**src/rtl/rom_load_sched.sv**
```systemverilog
`default_nettype none
// ============================================================================
// rom_load_sched: buffers HPS download bytes and replays them as paced,
// region-tagged ROM writes while sequencing the core reset.
// Optional: define ROM_LOAD_SCHED_CKSUM_EN to build the cksum accumulator.
// Revision: 1.0
// ============================================================================
module rom_load_sched #(
  parameter int                ADDR_W     = 17,
  parameter logic [ADDR_W-1:0] RGN1_BASE  = 17'h04000,
  parameter logic [ADDR_W-1:0] RGN2_BASE  = 17'h0C000,
  parameter logic [ADDR_W-1:0] RGN3_BASE  = 17'h14000,
  parameter logic [ADDR_W-1:0] ROM_END    = 17'h1C000,
  parameter int                FIFO_DEPTH = 4,
  parameter int                WR_GAP     = 2,
  parameter int                POST_HOLD  = 256
) (
  input  logic              clk_sys,
  input  logic              reset,
  input  logic              ioctl_download,
  input  logic              ioctl_wr,
  input  logic [ADDR_W-1:0] ioctl_addr,
  input  logic [7:0]        ioctl_dout,
  output logic [ADDR_W-1:0] dn_addr,
  output logic [7:0]        dn_data,
  output logic              dn_wr,
  output logic [3:0]        dn_rgn,
  output logic              core_reset,
  output logic              rom_ready,
  output logic              err_ovf,
  output logic              err_range,
  output logic [ADDR_W:0]   byte_cnt,
  output logic [15:0]       cksum
);

  localparam int c_ptr_w  = (FIFO_DEPTH > 1) ? $clog2(FIFO_DEPTH) : 1;
  localparam int c_cnt_w  = $clog2(FIFO_DEPTH + 1);
  localparam int c_gap_w  = (WR_GAP > 1) ? $clog2(WR_GAP) : 1;
  localparam int c_hold_w = $clog2(POST_HOLD + 1);

  localparam logic [c_cnt_w-1:0]  c_full      = c_cnt_w'(FIFO_DEPTH);
  localparam logic [c_gap_w-1:0]  c_gap_load  = c_gap_w'(WR_GAP - 1);
  localparam logic [c_hold_w-1:0] c_hold_last = c_hold_w'(POST_HOLD - 1);

  typedef enum logic [2:0] {
    S_IDLE  = 3'd0,
    S_LOAD  = 3'd1,
    S_DRAIN = 3'd2,
    S_HOLD  = 3'd3,
    S_RUN   = 3'd4
  } state_t;

  state_t r_state;
  state_t w_state_nxt;
  logic   w_clear;

  logic                r_dl_prev;
  logic [ADDR_W-1:0]   r_mem_addr [FIFO_DEPTH];
  logic [7:0]          r_mem_data [FIFO_DEPTH];
  logic [c_ptr_w-1:0]  r_wr_ptr;
  logic [c_ptr_w-1:0]  r_rd_ptr;
  logic [c_cnt_w-1:0]  r_count;
  logic [c_gap_w-1:0]  r_gap;
  logic [c_hold_w-1:0] r_hold_cnt;

  logic [ADDR_W-1:0]   r_dn_addr;
  logic [7:0]          r_dn_data;
  logic                r_dn_wr;
  logic [3:0]          r_dn_rgn;
  logic                r_core_reset;
  logic                r_rom_ready;
  logic                r_err_ovf;
  logic                r_err_range;
  logic [ADDR_W:0]     r_byte_cnt;

  logic                w_rise;
  logic                w_empty;
  logic                w_full;
  logic                w_gap_zero;
  logic                w_strobe;
  logic                w_in_range;
  logic                w_pop;
  logic                w_push;
  logic                w_ovf;
  logic                w_range_err;
  logic [ADDR_W-1:0]   w_head_addr;
  logic [7:0]          w_head_data;

  function automatic logic [3:0] f_region(input logic [ADDR_W-1:0] a);
    if (a < RGN1_BASE) return 4'b0001;
    if (a < RGN2_BASE) return 4'b0010;
    if (a < RGN3_BASE) return 4'b0100;
    return 4'b1000;
  endfunction

  assign w_rise      = ioctl_download & ~r_dl_prev;
  assign w_empty     = (r_count == '0);
  assign w_full      = (r_count == c_full);
  assign w_gap_zero  = (r_gap == '0);
  assign w_strobe    = ioctl_wr && (r_state == S_LOAD);
  assign w_in_range  = (ioctl_addr < ROM_END);
  assign w_pop       = !w_empty && w_gap_zero;
  // A full FIFO still takes a byte when the head leaves in the same cycle.
  assign w_push      = w_strobe && w_in_range && (!w_full || w_pop);
  assign w_ovf       = w_strobe && w_in_range && w_full && !w_pop;
  assign w_range_err = w_strobe && !w_in_range;
  assign w_head_addr = r_mem_addr[r_rd_ptr];
  assign w_head_data = r_mem_data[r_rd_ptr];

  always_ff @(posedge clk_sys or posedge reset) begin
    if (reset) begin
      r_state <= S_IDLE;
    end else begin
      r_state <= w_state_nxt;
    end
  end

  // Re-entry from DRAIN continues the same download, so only fresh loads clear.
  always_comb begin
    w_state_nxt = r_state;
    w_clear     = 1'b0;
    case (r_state)
      S_IDLE, S_RUN: begin
        if (w_rise) begin
          w_state_nxt = S_LOAD;
          w_clear     = 1'b1;
        end
      end
      S_LOAD: begin
        if (!ioctl_download) w_state_nxt = S_DRAIN;
      end
      S_DRAIN: begin
        if (w_rise)                       w_state_nxt = S_LOAD;
        else if (w_empty && w_gap_zero)   w_state_nxt = S_HOLD;
      end
      S_HOLD: begin
        if (w_rise) begin
          w_state_nxt = S_LOAD;
          w_clear     = 1'b1;
        end else if (r_hold_cnt == c_hold_last) begin
          w_state_nxt = S_RUN;
        end
      end
      default: w_state_nxt = S_IDLE;
    endcase
  end

  always_ff @(posedge clk_sys) begin
    if (w_push) begin
      r_mem_addr[r_wr_ptr] <= ioctl_addr;
      r_mem_data[r_wr_ptr] <= ioctl_dout;
    end
  end

  always_ff @(posedge clk_sys or posedge reset) begin
    if (reset) begin
      r_dl_prev    <= 1'b0;
      r_wr_ptr     <= '0;
      r_rd_ptr     <= '0;
      r_count      <= '0;
      r_gap        <= '0;
      r_hold_cnt   <= '0;
      r_dn_addr    <= '0;
      r_dn_data    <= '0;
      r_dn_wr      <= 1'b0;
      r_dn_rgn     <= 4'b0000;
      r_core_reset <= 1'b1;
      r_rom_ready  <= 1'b0;
      r_err_ovf    <= 1'b0;
      r_err_range  <= 1'b0;
      r_byte_cnt   <= '0;
    end else begin
      r_dl_prev    <= ioctl_download;
      r_core_reset <= (w_state_nxt != S_RUN);
      r_rom_ready  <= (w_state_nxt == S_RUN);

      if (r_state == S_HOLD) r_hold_cnt <= r_hold_cnt + c_hold_w'(1);
      else                   r_hold_cnt <= '0;

      if (w_push) r_wr_ptr <= r_wr_ptr + c_ptr_w'(1);

      case ({w_push, w_pop})
        2'b10:   r_count <= r_count + c_cnt_w'(1);
        2'b01:   r_count <= r_count - c_cnt_w'(1);
        default: r_count <= r_count;
      endcase

      if (w_pop) begin
        r_rd_ptr  <= r_rd_ptr + c_ptr_w'(1);
        r_dn_addr <= w_head_addr;
        r_dn_data <= w_head_data;
        r_dn_wr   <= 1'b1;
        r_dn_rgn  <= f_region(w_head_addr);
        r_gap     <= c_gap_load;
      end else begin
        r_dn_wr   <= 1'b0;
        r_dn_rgn  <= 4'b0000;
        if (!w_gap_zero) r_gap <= r_gap - c_gap_w'(1);
      end

      if (w_clear) begin
        r_err_ovf   <= 1'b0;
        r_err_range <= 1'b0;
        r_byte_cnt  <= '0;
      end else begin
        if (w_ovf)       r_err_ovf   <= 1'b1;
        if (w_range_err) r_err_range <= 1'b1;
        if (w_push)      r_byte_cnt  <= r_byte_cnt + (ADDR_W + 1)'(1);
      end
    end
  end

`ifdef ROM_LOAD_SCHED_CKSUM_EN
  logic [15:0] r_cksum;

  always_ff @(posedge clk_sys or posedge reset) begin
    if (reset) begin
      r_cksum <= 16'h0000;
    end else if (w_clear) begin
      r_cksum <= 16'h0000;
    end else if (w_push) begin
      r_cksum <= r_cksum + {8'h00, ioctl_dout};
    end
  end

  assign cksum = r_cksum;
`else
  assign cksum = 16'h0000;
`endif

  assign dn_addr    = r_dn_addr;
  assign dn_data    = r_dn_data;
  assign dn_wr      = r_dn_wr;
  assign dn_rgn     = r_dn_rgn;
  assign core_reset = r_core_reset;
  assign rom_ready  = r_rom_ready;
  assign err_ovf    = r_err_ovf;
  assign err_range  = r_err_range;
  assign byte_cnt   = r_byte_cnt;

endmodule

`default_nettype wire

```
**config.mk**
```make
export PLATFORM = sky130hd
export DESIGN_NAME = rom_load_sched
export DESIGN_NICKNAME = d
export VERILOG_FILES = /design/src/rtl/rom_load_sched.sv
export SDC_FILE = /design/constraint.sdc
export NUM_CORES = 1
export LEC_CHECK = 0
export CORE_MARGIN = 2
export CORE_UTILIZATION = 30
export CTS_CLUSTER_SIZE = 8
export DETAILED_ROUTE_END_ITERATION = 8
export PLACE_DENSITY_LB_ADDON = 0.3
export SYNTH_ARGS = -nofsm -noshare
export SYNTH_HDL_FRONTEND = slang
export SYNTH_SLANG_ARGS = --single-unit
```
**constraint.sdc**
```tcl
create_clock -name clk_sys -period 2.4 [get_ports clk_sys]
set_clock_uncertainty 0.2 [all_clocks]
set_input_delay 0.36 -clock clk_sys [delete_from_list [all_inputs] [get_ports clk_sys]]
set_output_delay 0.36 -clock clk_sys [all_outputs]
set_load 0.01 [all_outputs]
```
==> flow_metrics.env <==
export IMPL_status="finished clean"
export IMPL_rsz0062_at_grt="no"
export IMPL_htree_levels=4
export IMPL_yosys_area_top_type_share_pct=42.6
export IMPL_ant_nets=0
export IMPL_postRouteWirelength_um=14800
export IMPL_cts_setup_buffers=0
export IMPL_synth_ff_type="edfxtp_1"
export IMPL_hold_viol=0
export IMPL_syn_avg_cell_area_um2=14.5
export IMPL_cts_tree="built"
export IMPL_drt_iter0_drc=233
export IMPL_maxSlewHeadroom_pct=63.5
export IMPL_slew_viol_final=0
export IMPL_layout_drive_gt1_share_pct=17.0
export IMPL_yosysMostFrequentCell="edfxtp_1"
export IMPL_netlist_area_um2=7050
export IMPL_grt_pass1_vias=4505
export IMPL_pre_cts_ws_ps=-206
export IMPL_syn_inst=485
export IMPL_cap_violations=0
export IMPL_holdWs_ps=95.0
export IMPL_path_clk_slew_ps=70
export IMPL_required_ps=2550
export IMPL_crit_arrival_ps=2350
export IMPL_cts_root_buf="clkbuf_16"
export IMPL_async_flop_share_pct=41.9
export IMPL_hp_class="in -> async"
export IMPL_post_route_drc_count=0
export IMPL_via_count=4207
export IMPL_portBuffers=80
export IMPL_n_antenna_cell=0
export IMPL_start_util_pct=30.3
export IMPL_cts_hold_buf=0
export IMPL_grt_max_degree=29
export IMPL_area_growth_pct=28.1
export IMPL_seq_area_frac_synth_pct=68.1
export IMPL_numCtsBuffers=17
export IMPL_ctsResizeCount=0
export IMPL_ys_warn_count=0
export IMPL_layout_setup_ws_ps=197
export IMPL_nets=635
export IMPL_clk_path_buf_depth=2
export IMPL_vias_per_cell=4.52
export IMPL_ys_types=51
export IMPL_gp_congestion=0.748
export IMPL_ioPinCount=97
export IMPL_synth_area_leaders="edfxtp_1 (43%), dfrtp_1 (25%), mux4_2 (8.0%), nand2_1 (4.9%), buf_4 (1.8%)"
export IMPL_numClockSinks=172
export IMPL_grtUsageTotal_pct=12.8
export IMPL_tightest_slew_ps=548
export IMPL_setup_violations=0
export IMPL_power_mw=9.76
export IMPL_fin_crit_sh_pct=91.8
export IMPL_dieArea_um2=24800
export IMPL_p_per_area_nw_per_um2=1080
export IMPL_clk_latency_ps=420
export IMPL_firstDrtPassIters=4
export IMPL_row_count=56
export IMPL_yosysTopAreaCell="edfxtp_1"
export IMPL_peakVddDrop_uv=512
export IMPL_fin_crit_ps=2200
export IMPL_antenna_found_initial=0
export IMPL_cp_max_fo=7
export IMPL_die_y_um=157
export IMPL_synth_seq_cells=172
export IMPL_synthTopCellsByCount="edfxtp_1 (100), nand2_1 (92), dfrtp_1 (71), mux4_2 (25), nor2_1 (19)"
export IMPL_synth_edff_count=100
export IMPL_gr_total_overflow=0
export IMPL_timing_setup_tns_ps=0
export IMPL_dp_hpwl_um=10300
export IMPL_grt_pass1_wl_um=23900
export IMPL_wl_per_cell_um=15.9
export IMPL_placeableCoreArea_um2=23300
export IMPL_endpoint_kind="flop"
export IMPL_critPathKind="reg -> reg"
export IMPL_leakage_nw=3.41
export IMPL_start_kind="flop"
export IMPL_fmax_ghz=0.454
export IMPL_fp_dieW_um=157
-- power by group --
group          switching [mW]  total [mW]  internal (mW)
clock                    1.13        2.78           1.65
combinational            1.53        3.02           1.49
sequential              0.313        3.96           3.65
total                    2.97        9.76           6.79
-- cells by family after synthesis --
family | share of synthesized area (%)
flip-flops | 68.1
multiplexers | 8.41
XOR/XNOR | 1.74
AO/OA/AOI/OAI | 3.78
AND/OR/NAND/NOR | 12.6
buffers and inverters | 3.74
other | 0.0532
adder cells (fa/ha/maj) | 1.53
-- worst max-delay path, cell delays in order (launching register included) --
cell and delay (ps):
dfrtp_1 440, and4bb_2 350, a211o_1 310, fa_1 360, inv_1 80, o21a_1 130
o2bb2ai_1 120, xor2_1 150
-- cell type report --
type / count / area [µm²]
flip-flops and latches: 172 / 4810
multi-input cells: 281 / 2050
well taps: 319 / 399
clock inverters: 12 / 161
repair buffers: 114 / 1140
inverters: 12 / 46.3
fillers: 2199 / 14200
clock buffers: 20 / 437
-- per-stage QoR --
step | std cells | util, % | area [µm²]
after floorplan | 500 | - | 7120
after global placement | 898 | 36.3 | 8440
after detailed placement | 898 | 36.3 | 8440
after CTS | 930 | 38.9 | 9040
after global routing | 930 | 38.9 | 9040
final | 930 | 38.9 | 9040
-- final timing paths --
kind | start | end | slack [ps] | cells past startpoint
worst max-delay path | r_state[2] | r_count[2] | 200 | 7
worst min-delay path | reset | r_hold_cnt[4] | 90 | 2
worst max register to register | r_state[2] | r_count[2] | 200 | 7
worst min register to register | r_hold_cnt[0] | r_hold_cnt[0] | 280 | 1
max in group asynchronous | reset | r_rd_ptr[0] | 1380 | 3
min in group clk_sys | ioctl_download | r_dl_prev | 270 | 1
-- state kept, by name, indices dropped and copies added (netlist names), 2 cells and up --
| signal | cells |
|---|---|
| dn_data | 8 |
| r_hold_cnt | 9 |
| r_mem_addr | 68 |
| r_state | 3 |
| r_count | 3 |
| byte_cnt | 18 |
| r_rd_ptr | 2 |
| r_wr_ptr | 2 |
| dn_addr | 17 |
| dn_rgn | 4 |
| r_mem_data | 32 |
-- routing by layer --
layer,wire length (µm),up-vias,global-route usage (%)
met1,6640,2127,16.1
li1,-,1961,-
met4,163,0,4.59
met3,596,13,3.06
met5,0,-,0
met2,7420,106,21.6
-- cell usage in the layout, fill, tap and decap left out, types with 2 or more instances in the layout --
master and n:
inv_6 3, o21a_1 2, clkbuf_1 3, edfxtp_1 100, clkinv_2 2, xnor2_1 10, dfrtp_1 70, nand2b_1 3
o31ai_1 10, nor2_1 19, and2_2 4, o21ai_0 7, nand2_1 92, nand4_1 4, mux4_2 25, mux2i_1 3
clkbuf_16 17, nand4_4 2, and3_1 7, buf_4 27, nor3b_1 2, a21oi_1 17, conb_1 16, or4_1 10
nand3b_1 2, nand3_1 6, bufinv_16 3, xor2_1 4, ha_1 7, clkdlybuf4s50_1 80, buf_12 7, nor3_1 5
clkinvlp_4 3, or3_1 5, inv_1 10, clkinv_4 2
(Power assumes the default switching activity.)
